$ cat src/rtl/dump_pkg.sv
// Shared definitions for the state dump streamer.
//   - stream tag encodings (TAG_PC, TAG_MEM, TAG_REG, TAG_CSUM)
//   - FSM state encoding
//   - max() helper used to size the index ports
package dump_pkg;

   localparam logic [1:0] TAG_PC   = 2'd0;
   localparam logic [1:0] TAG_MEM  = 2'd1;
   localparam logic [1:0] TAG_REG  = 2'd2;
   localparam logic [1:0] TAG_CSUM = 2'd3;

   typedef enum logic [2:0] {
      StIdle,
      StPc,
      StMem,
      StReg,
      StCsum
   } dump_state_e;

   function automatic int unsigned max(input int unsigned a, input int unsigned b);
      return (a > b) ? a : b;
   endfunction

endpackage

$ cat src/rtl/dump_csum_acc.sv
// XOR accumulator for the optional frame checksum.
// Ports:
//   clk_i   clock, rising edge
//   rst_i   synchronous active-low reset
//   clr_i   clear accumulator (has priority over en_i)
//   en_i    fold data_i into the accumulator
//   data_i  word to fold in
//   acc_o   current accumulated XOR
module dump_csum_acc #(
   parameter int unsigned DATA_W = 32
) (
   input  logic              clk_i,
   input  logic              rst_i,
   input  logic              clr_i,
   input  logic              en_i,
   input  logic [DATA_W-1:0] data_i,
   output logic [DATA_W-1:0] acc_o
);

   logic [DATA_W-1:0] acc_q, acc_d;

   always_comb begin
      acc_d = acc_q;
      if (clr_i) begin
         acc_d = '0;
      end else if (en_i) begin
         acc_d = acc_q ^ data_i;
      end
   end

   always_ff @(posedge clk_i) begin
      if (!rst_i) begin
         acc_q <= '0;
      end else begin
         acc_q <= acc_d;
      end
   end

   assign acc_o = acc_q;

endmodule

$ cat src/rtl/state_dump_unit.sv
// Snapshot streamer for the single-cycle CPU. On a trigger it freezes the CPU and streams
// the captured PC, then data memory words 0..MEM_WORDS-1, then registers 0..REG_COUNT-1 as
// tagged words over a valid/ready interface.
// Optional macro STATE_DUMP_CSUM_EN appends an XOR checksum word (tag 3) to each frame.
// Ports:
//   clk_i          clock, rising edge
//   rst_i          synchronous active-low reset
//   trig_i         snapshot request
//   pc_i           current PC
//   mem_rd_idx_o   data-memory read index (0 when unused)
//   mem_rd_data_i  combinational data-memory read data
//   reg_rd_idx_o   register-file read index (0 when unused)
//   reg_rd_data_i  combinational register read data
//   freeze_o       CPU stall request, high while a frame is in progress
//   dump_valid_o   stream word valid
//   dump_ready_i   sink ready
//   dump_data_o    stream word
//   dump_tag_o     0=PC 1=MEM 2=REG 3=CSUM
//   dump_idx_o     index within the tag (0 for PC/CSUM)
//   dump_last_o    final word of frame
//   overrun_o      sticky: trigger seen while busy
module state_dump_unit
   import dump_pkg::*;
#(
   parameter int unsigned DATA_W    = 32,
   parameter int unsigned MEM_WORDS = 32,
   parameter int unsigned REG_COUNT = 32,
   parameter int unsigned IDX_W     = (dump_pkg::max(MEM_WORDS, REG_COUNT) > 1) ?
                                      $clog2(dump_pkg::max(MEM_WORDS, REG_COUNT)) : 1
) (
   input  logic              clk_i,
   input  logic              rst_i,
   input  logic              trig_i,
   input  logic [DATA_W-1:0] pc_i,
   output logic [IDX_W-1:0]  mem_rd_idx_o,
   input  logic [DATA_W-1:0] mem_rd_data_i,
   output logic [IDX_W-1:0]  reg_rd_idx_o,
   input  logic [DATA_W-1:0] reg_rd_data_i,
   output logic              freeze_o,
   output logic              dump_valid_o,
   input  logic              dump_ready_i,
   output logic [DATA_W-1:0] dump_data_o,
   output logic [1:0]        dump_tag_o,
   output logic [IDX_W-1:0]  dump_idx_o,
   output logic              dump_last_o,
   output logic              overrun_o
);

   localparam logic [IDX_W-1:0] MemLast = IDX_W'(MEM_WORDS - 1);
   localparam logic [IDX_W-1:0] RegLast = IDX_W'(REG_COUNT - 1);

   dump_state_e       state_q, state_d;
   logic [IDX_W-1:0]  cnt_q, cnt_d;
   logic [DATA_W-1:0] pc_q, pc_d;
   logic              overrun_q, overrun_d;

   logic busy;
   logic hs;
   logic last_word;
   logic final_hs;
   logic start;

   assign busy = (state_q != StIdle);
   // valid is exactly busy, so a handshake is busy & ready
   assign hs   = busy & dump_ready_i;

`ifdef STATE_DUMP_CSUM_EN
   logic [DATA_W-1:0] csum;

   assign last_word = (state_q == StCsum);

   dump_csum_acc #(
      .DATA_W(DATA_W)
   ) u_csum_acc (
      .clk_i (clk_i),
      .rst_i (rst_i),
      .clr_i (start),
      .en_i  (hs & (state_q != StCsum)),
      .data_i(dump_data_o),
      .acc_o (csum)
   );
`else
   assign last_word = (state_q == StReg) && (cnt_q == RegLast);
`endif

   assign final_hs = hs & last_word;
   // A new frame starts from idle, or back-to-back on the final handshake
   assign start    = trig_i & (~busy | final_hs);

   always_ff @(posedge clk_i) begin
      if (!rst_i) begin
         state_q   <= StIdle;
         cnt_q     <= '0;
         pc_q      <= '0;
         overrun_q <= 1'b0;
      end else begin
         state_q   <= state_d;
         cnt_q     <= cnt_d;
         pc_q      <= pc_d;
         overrun_q <= overrun_d;
      end
   end

   always_comb begin
      state_d   = state_q;
      cnt_d     = cnt_q;
      pc_d      = start ? pc_i : pc_q;
      overrun_d = overrun_q | (trig_i & busy & ~final_hs);
      unique case (state_q)
         StIdle: begin
            if (trig_i) state_d = StPc;
         end
         StPc: begin
            if (hs) begin
               state_d = StMem;
               cnt_d   = '0;
            end
         end
         StMem: begin
            if (hs) begin
               if (cnt_q == MemLast) begin
                  state_d = StReg;
                  cnt_d   = '0;
               end else begin
                  cnt_d = cnt_q + IDX_W'(1);
               end
            end
         end
         StReg: begin
            if (hs) begin
               if (cnt_q == RegLast) begin
                  cnt_d = '0;
`ifdef STATE_DUMP_CSUM_EN
                  state_d = StCsum;
`else
                  state_d = trig_i ? StPc : StIdle;
`endif
               end else begin
                  cnt_d = cnt_q + IDX_W'(1);
               end
            end
         end
`ifdef STATE_DUMP_CSUM_EN
         StCsum: begin
            if (hs) state_d = trig_i ? StPc : StIdle;
         end
`endif
         default: begin
            state_d = StIdle;
            cnt_d   = '0;
         end
      endcase
   end

   always_comb begin
      freeze_o     = busy;
      dump_valid_o = busy;
      dump_last_o  = last_word;
      dump_tag_o   = TAG_PC;
      dump_idx_o   = '0;
      dump_data_o  = '0;
      mem_rd_idx_o = '0;
      reg_rd_idx_o = '0;
      case (state_q)
         StPc: begin
            dump_data_o = pc_q;
         end
         StMem: begin
            dump_tag_o   = TAG_MEM;
            dump_idx_o   = cnt_q;
            mem_rd_idx_o = cnt_q;
            dump_data_o  = mem_rd_data_i;
         end
         StReg: begin
            dump_tag_o   = TAG_REG;
            dump_idx_o   = cnt_q;
            reg_rd_idx_o = cnt_q;
            dump_data_o  = reg_rd_data_i;
         end
`ifdef STATE_DUMP_CSUM_EN
         StCsum: begin
            dump_tag_o  = TAG_CSUM;
            dump_data_o = csum;
         end
`endif
         default: ;
      endcase
   end

   assign overrun_o = overrun_q;

endmodule
$ cat config.mk
export PLATFORM = sky130hd
export DESIGN_NAME = state_dump_unit
export DESIGN_NICKNAME = d
export VERILOG_FILES = /design/src/rtl/dump_pkg.sv /design/src/rtl/dump_csum_acc.sv /design/src/rtl/state_dump_unit.sv
export SDC_FILE = /design/constraint.sdc
export NUM_CORES = 1
export LEC_CHECK = 0
export CAP_MARGIN = 20
export CORE_MARGIN = 1
export CORE_UTILIZATION = 25
export DETAILED_ROUTE_END_ITERATION = 7
export DONT_BUFFER_PORTS = 1
export PLACE_DENSITY_LB_ADDON = 0.3
export REMOVE_ABC_BUFFERS = 1
export SLEW_MARGIN = 40
export SYNTH_ARGS = -nofsm -noshare
export SYNTH_HDL_FRONTEND = slang
export SYNTH_HIERARCHICAL = 1
export SYNTH_SLANG_ARGS = --single-unit
$ cat constraint.sdc
create_clock -name clk_i -period 5.2 [get_ports clk_i]
set_clock_uncertainty 0.1 [all_clocks]
set_input_delay 1.04 -clock clk_i [delete_from_list [all_inputs] [get_ports clk_i]]
set_output_delay 1.04 -clock clk_i [all_outputs]
set_load 0.01 [all_outputs]
# After elaboration in Yosys (flattened, before gate mapping)
# Index checks and enable logic that the tools add are counted.
[totals] ff_bits=41 inputBits=100 out_inout_bits=53 word_cells=49
[classes] add_sub_neg=1 eq_ne=11 mux=17 n_bitwise=10 n_reduce_logical=6
[op_table] cell="one-hot mux 32 bit (3 select lines)" count=1
[op_table] cell="2-to-1 mux 5 bit" count=6
[op_table] cell="2-to-1 mux 3 bit" count=6
[op_table] cell="one-hot mux 5 bit (3 select lines)" count=1
[op_table] cell="one-hot mux 3 bit (4 select lines)" count=1
[op_table] cell="!= test 2 bit, second input constant" count=5
[op_table] cell="equality test 3 x 2 -> 1 bit, second input constant" count=2
[op_table] cell="AND reduction 6 bit" count=1
[op_table] cell="adder 5 x 1 -> 5 bit, second input constant" count=1
[op_table] cell="AND 1 bit" count=5
[op_table] cell="equality test 5 bit, second input constant" count=1
[op_table] cell="!= test 2 x 1 -> 1 bit, second input constant" count=2
[op_table] cell="one-hot mux 2 bit (2 select lines)" count=1
[op_table] cell="equality test 3 x 1 -> 1 bit, second input constant" count=1
[op_table] cell="logical NOT 3 bit" count=1
[op_table] cell="inverter 1 bit" count=3
[op_table] cell="AND reduction 3 bit" count=1
[op_table] cell="nonzero test 3 bit" count=1
[op_table] cell="OR 1 bit" count=2
[op_table] cell="OR reduction 2 bit" count=1
[op_table] cell="logical AND 1 bit" count=1
[op_table] cell="2-to-1 mux 1 bit" count=1

# Logic depth before layout (Yosys ltp)
# Gate-level depths: netlist of the first run.
[logic_depth] ltp_word=6 depth_mapped=9 depth_no_buf=7

# Worst setup path before layout of the first run
# Ideal clock, no wire load.
[synth_path] path_type="input to output" start="input mem_rd_data_i[4]" end="output dump_data_o[4]" arrival_ns=1.450 t_required_ns=4.060 slack_ns=2.610 path_stages=2 n_path_buf=0 path_cell_list="a222oi_1 > nor2_1"
[synth_between] elab_chain_cells=1
[synth_lines] element="from (decl)" line="state_dump_unit.sv:36" rtl="input logic [DATA_W-1:0] mem_rd_data_i,"
[synth_lines] element="one-hot mux 32 bit (3 select lines)" line="state_dump_unit.sv:164" rtl="case (state_q)"
[synth_lines] element="to (decl)" line="state_dump_unit.sv:42" rtl="output logic [DATA_W-1:0] dump_data_o,"
# Every way passes these cells.

# Worst setup path after layout of the first run
[layout_path] start="register state_q[1]" end="output dump_data_o[2]"
[layout_between] elab_chain_cells=2 elab_cells_between_ends=4 cone_classes="eq/ne (3); mux (1)"
[layout_lines] element="from (decl)" line="state_dump_unit.sv:52" rtl="dump_state_e state_q, state_d;"
[layout_lines] element="from (signal assigned)" line="state_dump_unit.sv:92" rtl="state_q <= StIdle;"
[layout_lines] element="from (signal assigned)" line="state_dump_unit.sv:97" rtl="state_q <= state_d;"
[layout_lines] element="equality test 3 x 2 -> 1 bit / equality test 3 x 1 -> 1 bit (equally long branches)" line="state_dump_unit.sv:164"
[layout_lines] element="one-hot mux 32 bit (3 select lines) *" line="state_dump_unit.sv:164"
# Every way passes the cells marked *; elsewhere a longest branch is shown, timed or not.

==> metrics.md, run 1 <==
| Metric | Value |
|---|---|
| Fin. max-slew vios | `0` |
| Area Overhead vs Synth | `3.84%` |
| Clock transition at the registers of the reported paths | `approximately 0.08 ns` |
| DR vias | `between 2k and 2.5k` |
| Worst EP required | `between 4 and 5 ns` |
| Hold_buf cts | `0` |
| Fin crit share | `a little under two thirds` |
| Root Driver | `clkbuf_8` |
| PortBufs | `0` |
| Crit end category | `primary output` |
| Final layout net count | `between 300 and 400` |
| Clock power frac | `between 20 and 25%` |
| GPL Wtd Cong | `0.719` |
| Starting Density | `between 20% and 30%` |
| Sequential area share after synthesis | `30.3%` |
| DPL Wire Length | `approximately 4600 um` |
| Worst hold margin | `0.360 ns` |
| R2R depth | `7` |
| CTS tree | `built` |
| Critical Path AT | `roughly 2.2 ns` |
| CTS Sinks | `40` |
| Sw Share | `just over 40%` |
| Die Ht | `105 um` |
| # setup viols final | `0` |
| Comb pwr share | `between 40% and 50%` |
| Synth Warn # | `6` |
| HP Class | `reg2reg` |
| Post-Syn Instances | `just under 300` |
| FP Rows | `37` |
| Post-Place Setup Slack | `~2.2 ns` |
| Total gr overflow | `0` |
| Slew @ Worst Pin | `about 0.77 ns` |
| Reg2Reg Launch Point | `state_q[1]$_SDFFE_PN0P_` |
| Number of global-route vias before repair | `2051` |
| Post-synthesis register bit count | `40` |
| Max-cap violations | `0` |
| CTS Buffer Depth | `2` |
| Post-CTS Repair Setup Buffers | `0` |
| Share of post-route cells with drive strength above 1 | `between 20% and 30%` |
| # DRC | `4` |
| WHS Endpoint | `pc_q[18]$_SDFFE_PN0P_` |
| Crit-path cells | `inv_1 > ha_1 > buf_4 > a222oi_1 > nor2_1` |
| Number of synthesized flops with an enable pin | `0` |
| Die area | `~11000 um^2` |
| CTS Buf Count | `5` |
| ANT nets after route | `0` |
| CP max FO | `18` |
| Sw power | `approximately 440 uW` |
| Hold Path Cell Cnt | `2` |
| Crit-path max cell delay | `about 0.63 ns` |
| R2r setup slk | `around 2.7 ns` |
| Status | `finished, violations left` |
| CP Class | `reg2out` |
| Final wirelength | `approximately 6800 um` |
| Post-Syn Area | `~2600 um^2` |
| Max Clk Rate | `slightly above 300 MHz` |
| Starting DRT DRC Count | `roughly 260` |
| CP Launch Type | `flop` |
| Setup TNS | `0 ns` |
| Async SR Flop Fraction | `0%` |
| Initial antenna violation count | `0` |
| Placeable Area | `between 10000 and 15000 um^2` |
| Avg WL per Cell | `about 16 um` |
| Num ports | `153` |
| N_diodes | `0` |
| First-pass detailed-route iteration total | `8` |
| Pwr Density | `a little under 400 nW/um^2` |
| Flop pwr share | `38.4%` |
| Hold Fails Final Rpt | `0` |
| Die W | `around 100 um` |
| Syn Area/Cell | `8.86 um^2` |
| Crit-path slowest cell | `ha_1` |
| Post-layout worst setup margin | `around 1.9 ns` |
| Most used DFF post-synth | `dfxtp_1` |
| Vias per cell | `~5.4` |
| Largest net degree at the start of global routing | `between 70 and 80` |
| GR Util All Layers | `12.1%` |
| CTS H-tree depth | `2` |
| Tmin final | `3.31 ns` |
| End of the worst register-to-register path | `pc_q[6]$_SDFFE_PN0P_` |
| Worst ir drop on vdd | `138 uV` |
| First-pass GRT wire length | `10500 um` |
| Hold Startpoint | `pc_q[18]$_SDFFE_PN0P_` |
| Resized cells post-CTS | `0` |
| RSZ-0062 raised after global routing | `false` |
| Synth cell types | `37` |
| Failing checks | `DRC` |
| Leak | `about 0.00091 uW` |
| Int Power | `between 600 and 700 uW` |
| Max-slew headroom | `around half` |
| Later-pin clock latency in the skew report | `about 0.29 ns` |
==> sequential cells by signal (all words and copies together) (netlist names) <==
| register | count |
|---|---|
| cnt_q | 5 |
| state_q | 2 |
| pc_q | 32 |
| overrun_o | 1 |
==> worst max-delay path by stage <==
stage / to / slack (ns) / startpoint / depth (start not counted)
after floorplan: pc_q[0]$_SDFFE_PN0P_ / 1.29 / state_q[1]$_SDFFE_PN0P_ / 6
after global placement: dump_data_o[11] / 2.27 / state_q[1]$_SDFFE_PN0P_ / 5
after detailed placement: dump_data_o[29] / 2.18 / state_q[1]$_SDFFE_PN0P_ / 5
after CTS: dump_data_o[29] / 1.84 / state_q[1]$_SDFFE_PN0P_ / 5
after global routing: dump_data_o[29] / 1.70 / state_q[1]$_SDFFE_PN0P_ / 5
final: dump_data_o[2] / 1.89 / state_q[1]$_SDFFE_PN0P_ / 5
==> synthesized netlist by cell type, types with 2 or more instances <==
master	count	share of area (%)
a21oi_1	3	0.57
a222oi_1	32	12
and2_1	11	2.6
buf_12	2	1.5
buf_2	10	1.9
buf_4	2	0.57
buf_6	6	2.6
clkbuf_1	12	1.7
dfxtp_1	40	30
ha_1	7	3.3
inv_1	3	0.43
mux2i_1	2	0.76
nand2_1	36	5.1
nand2b_1	4	0.95
nand3_1	6	1.1
nand3_2	28	11
nand3b_1	3	0.85
nor2_1	37	5.3
o21ai_1	5	0.95
o21ai_2	28	9.3
or2_1	5	1.2
==> cells in the final DEF (no fill, tap or decap), drive strengths merged, types with 5 or more instances in the layout <==
master,Yosys,layout
clkbuf,12,7
o21ai,33,33
nor2,37,37
nand3,34,34
ha,7,7
and2,11,11
dfxtp,40,40
or2,5,5
nand2b,5,5
a222oi,32,32
nand2,36,36
==> power groups by stage <==
stage | clock (uW) | combinational, uW | sequential (uW)
floorplan | 0 | 327 | 405
global placement | 0 | 418 | 414
detailed placement | 0 | 439 | 418
CTS | 248 | 441 | 412
global route | 258 | 478 | 420
finish | 231 | 430 | 412
==> metal layers <==
layer	vias up	wire [um]	track usage (%)
met1	1034	2970	14.3
met3	5	577	3.31
met2	117	3180	21.3
met4	0	48	3.52
met5	-	0	0
li1	1056	-	-
==> logic make-up (layout without fill, tap and decap cells) <==
| kind of cell | count (synthesis) | after routing | synth area share (%) |
|---|---|---|---|
| fa+ha+maj | 7 | 7 | 3.32 |
| flops | 40 | 40 | 30.3 |
| mux | 2 | 2 | 0.758 |
| buf+inv | 37 | 14 | 9.38 |
| compound gates | 78 | 78 | 27.0 |
| simple gates | 134 | 134 | 29.2 |
==> critical path, delay by kind of cell (launching register included) <==
| kind | cells | cell delay [ns] |
|---|---|---|
| compound gates | 1 | 0.14 |
| buf+inv | 2 | 0.48 |
| fa+ha+maj | 1 | 0.63 |
| simple gates | 1 | 0.23 |
| flops | 1 | 0.40 |
==> per-stage QoR <==
| stage | power (uW) | util (%) | cells | instance area [um^2] |
|---|---|---|---|---|
| 2_1_floorplan | 732 | - | 265 | 2410 |
| 3_3_place_gp | 832 | 25.4 | 403 | 2610 |
| 3_5_place_dp | 858 | 25.7 | 404 | 2650 |
| 4_1_cts | 1100 | 26.7 | 411 | 2740 |
| 5_1_grt | 1160 | 26.7 | 411 | 2740 |
| 6_report | 1070 | 26.7 | 411 | 2740 |
==> final cells by class <==
| cell class | instances | area [um^2] |
|---|---|---|
| inverter | 4 | 15.0 |
| tap | 136 | 170 |
| fill | 1127 | 7530 |
| clock buffer | 7 | 96.3 |
| sequential | 40 | 801 |
| timing repair buffer | 3 | 35.0 |
| multi-input combinational | 221 | 1630 |
Note: power is estimated with default switching activity, not from simulation.
==> inputs of run 2 (changes only) <==
Settings changed: ABC_AREA set to 1.
Clock period 5.2 ns to 3.1 ns, I/O delays scaled along.
==> run 2 against run 1 <==
The flow now finishes without violations; design area rose by 1.5%; flip-flop and latch count stayed put; total power rose by 110%; worst setup slack got worse by 1.4 ns; non-clock buffer count increased by 1; highest routed layer unchanged.
==> metrics.md, run 2 <==
| Metric | Value |
|---|---|
| CTS Buffer Depth | `2 (unchanged)` |
| Sequential area share after synthesis | `31.0% (was 30.3%)` |
| # setup viols final | `0 (unchanged)` |
| CTS Sinks | `40 (unchanged)` |
| Max Clk Rate | `376 MHz` |
| Critical Path AT | `1.94 ns (was 2.17 ns)` |
| Synth Warn # | `6 (unchanged)` |
| Starting Density | `26.1% (was 25.7%)` |
| Final design utilization | `28.1% (was 26.7%)` |
| Pwr Density | `801 nW/um^2 (was 391 nW/um^2)` |
| Area Overhead vs Synth | `7.75% (was 3.84%)` |
| N_diodes | `0 (unchanged)` |
| Worst EP required | `2.38 ns (was 4.06 ns)` |
| Top reg by flops | `pc_q (unchanged)` |
| Critical Path Source | `state_q[1]$_SDFFE_PN0P_ (unchanged)` |
| Number of global-route vias before repair | `2454 (was 2051)` |
| Crit-path slowest cell | `ha_2 (was ha_1)` |
| DPL Wire Length | `4700 um (was 4620 um)` |
| Worst ir drop on vdd | `253 uV (was 138 uV)` |
| Final wirelength | `6690 um (was 6780 um)` |
| Most frequent cells after synthesis | `nand2_1 (167), nor2_1 (81), inv_1 (56) (was dfxtp_1 (40), nor2_1 (37), nand2_1 (36))` |
| HP Class | `in2reg (was reg2reg)` |
| Tot Pwr | `2230 uW (was 1070 uW)` |
| CTS Buf Count | `5 (unchanged)` |
| Reg2Reg Launch Point | `state_q[1]$_SDFFE_PN0P_ (unchanged)` |
| RSZ-0062 raised after global routing | `false (unchanged)` |
| DR vias | `2590 (was 2212)` |
| Avg WL per Cell | `11.6 um (was 16.5 um)` |
| Initial antenna violation count | `0 (unchanged)` |
| Post-Syn Area | `2580 um^2 (was 2640 um^2)` |
| Status | `completed (was finished, violations left)` |
| Die W | `104 um (was 105 um)` |
| Total gr overflow | `0 (unchanged)` |
| Post-CTS Repair Setup Buffers | `0 (unchanged)` |
| Placeable Area | `9910 um^2 (was 10300 um^2)` |
| First-pass GRT wire length | `11300 um (was 10500 um)` |
| R2r setup slk | `0.72 ns (was 2.67 ns)` |
| Resized cells post-CTS | `0 (unchanged)` |
| Most common cell after layout, fill and taps aside | `nand2_1 (was dfxtp_1)` |
| Share of post-route cells with drive strength above 1 | `4.27% (was 28.4%)` |
| Leading area contributor after synthesis | `dfxtp_1 (unchanged)` |
| Root Driver | `clkbuf_8 (unchanged)` |
| Post-synthesis register bit count | `40 (unchanged)` |
| Async SR Flop Fraction | `0% (unchanged)` |
| Later-pin clock latency in the skew report | `0.29 ns (about the same)` |
| DP Cell Count | `570 (was 404)` |
| Leak | `0.00153 uW (was 0.000913 uW)` |
| Commonest cells after routing, fill and taps aside | `nand2_1 (167), nor2_1 (81), inv_1 (56) (was dfxtp_1 (40), nor2_1 (37), nand2_1 (36))` |
| ANT nets after route | `0 (unchanged)` |
| Clock transition at the registers of the reported paths | `0.08 ns (about the same)` |
| Fin cells | `578 (was 411)` |
| # fillers | `1109 (was 1127)` |
| Crit end category | `primary output (unchanged)` |
| Crit-path cells | `ha_2 > buf_4 > nand2_1 > nand3_1 > nand2_1 > inv_1 (was inv_1 > ha_1 > buf_4 > a222oi_1 > nor2_1)` |
| Max-slew headroom | `51.4% (was 48.7%)` |
| Die area | `10700 um^2 (was 11000 um^2)` |
| First-pass detailed-route iteration total | `4 (was 8)` |
| Cell with the most instances after synthesis | `nand2_1 (was dfxtp_1)` |
| Largest regs | `pc_q: 32 flops, cnt_q: 5 flops, state_q: 2 flops (unchanged)` |
| Tmin final | `around 2.7 ns` |
| End of the worst register-to-register path | `pc_q[12]$_SDFFE_PN0P_ (was pc_q[6]$_SDFFE_PN0P_)` |
| GR Util All Layers | `12.8% (was 12.1%)` |
| CP max FO | `25 (was 18)` |
| Synth area leaders | `dfxtp_1 (31%), nand2_1 (24%), nor2_1 (12%), inv_1 (8.1%), nand3_1 (7.0%) (was dfxtp_1 (30%), a222oi_1 (12%), nand3_2 (11%), o21ai_2 (9.3%), nor2_1 (5.3%))` |
| Yosys top cell area share | `31.0% (was 30.3%)` |
| Final layout net count | `551 (was 382)` |
| Crit-path max cell delay | `0.63 ns (about the same)` |
| Slew @ Worst Pin | `0.728 ns (was 0.770 ns)` |
| Max FFs per register | `32 (unchanged)` |
| FP Rows | `36 (was 37)` |
| GPL Wtd Cong | `0.733 (was 0.719)` |
| R2R depth | `8 (was 7)` |
| Synth cell types | `19 (was 37)` |
| Fin. max-slew vios | `0 (unchanged)` |
| Worst Setup EP | `dump_data_o[4] (was dump_data_o[2])` |
| Vias per cell | `4.48 (was 5.38)` |
| Largest net degree at the start of global routing | `41 (was 72)` |
| PortBufs | `0 (unchanged)` |
| # DRC | `0 (was 4)` |
| CP Class | `reg2out (unchanged)` |
| Post-Syn Instances | `459 (was 298)` |
| Num ports | `153 (unchanged)` |
| Hold Fails Final Rpt | `0 (unchanged)` |
| Most used DFF post-synth | `dfxtp_1 (unchanged)` |
| Most used cell, CP | `nand2_1` |
| CTS tree | `built (unchanged)` |
| Die Ht | `104 um (was 105 um)` |
| CP Launch Type | `flop (unchanged)` |
| Fin crit share | `between 80% and 90%` |
| Hold_buf cts | `0 (unchanged)` |
| CTS H-tree depth | `2 (unchanged)` |
| Max-cap violations | `0 (unchanged)` |
| Syn Area/Cell | `5.63 um^2 (was 8.86 um^2)` |
| Setup TNS | `0 ns (unchanged)` |
| Starting DRT DRC Count | `68 (was 255)` |
| Number of synthesized flops with an enable pin | `0 (unchanged)` |
==> run 2: changes by cell type in the layout (fill, tap and decap cells not counted), sizes merged, moves of 2 or more <==
cell,previous run,this run
nor2,37,81
mux2i,2,0
or2,5,0
nand3b,3,0
nand2,36,168
nand3,34,36
and2,11,0
nand2b,5,0
o21ai,33,37
a222oi,32,0
inv,4,59
==> run 2: worst min-delay path by stage <==
stage,start,end,slack (ns),cells past startpoint
floorplan,pc_q[10]$_SDFFE_PN0P_,pc_q[10]$_SDFFE_PN0P_,0.35,2
global placement,pc_q[8]$_SDFFE_PN0P_,pc_q[8]$_SDFFE_PN0P_,0.36,2
detailed placement,pc_q[13]$_SDFFE_PN0P_,pc_q[13]$_SDFFE_PN0P_,0.37,2
CTS,rst_i,state_q[0]$_SDFFE_PN0P_,0.34,2
global route,rst_i,cnt_q[2]$_SDFFE_PN0P_,0.34,2
finish,rst_i,overrun_o$_SDFF_PN0_,0.35,1
==> run 2: where the power goes <==
part | internal [uW] | switching, uW | total, uW
clock network | 284 | 181 | 466
registers | 667 | 102 | 769
logic | 294 | 699 | 994
==> run 2: kinds of logic after synthesis <==
group,synth area share (%)
adder cells (fa/ha/maj),3.39
AO/OA/AOI/OAI,8.19
AND/OR/NAND/NOR,43.5
flip-flops,31.0
buffers and inverters,13.9
==> run 2: critical path: cells and delay by family (launching register included) <==
family,cells,cell delay [ns]
buf+inv,2,0.40
fa+ha+maj,1,0.63
flops,1,0.44
simple gates,3,0.18
==> run 2: routing by layer <==
| metal | GRT usage, % | vias up | part of all wire, % |
|---|---|---|---|
| li1 | - | 1353 | - |
| met4 | 3.42 | 0 | 1.0 |
| met2 | 23.0 | 101 | 46 |
| met5 | 0 | - | 0 |
| met1 | 15.4 | 1129 | 47 |
| met3 | 2.71 | 7 | 5.7 |
==> run 2: area by class of cell <==
| type | count | area [um^2] | area share, % |
|---|---|---|---|
| timing repair buffer | 4 | 30.0 | 1.08 |
| clock buffer | 7 | 96.3 | 3.46 |
| tap | 133 | 166 | 5.98 |
| multi-input combinational | 334 | 1440 | 51.7 |
| inverter | 59 | 221 | 7.96 |
| clock inverter | 1 | 30.0 | 1.08 |
| sequential | 40 | 801 | 28.8 |
==> run 2: metrics by stage <==
step,area (um^2),worst slack [ns],hold WS [ns]
finish,2780,0.440,0.352
global route,2780,0.238,0.340
CTS,2770,0.404,0.336
detailed placement,2650,0.728,0.373
global placement,2650,0.815,0.364
floorplan,2440,0.579,0.355
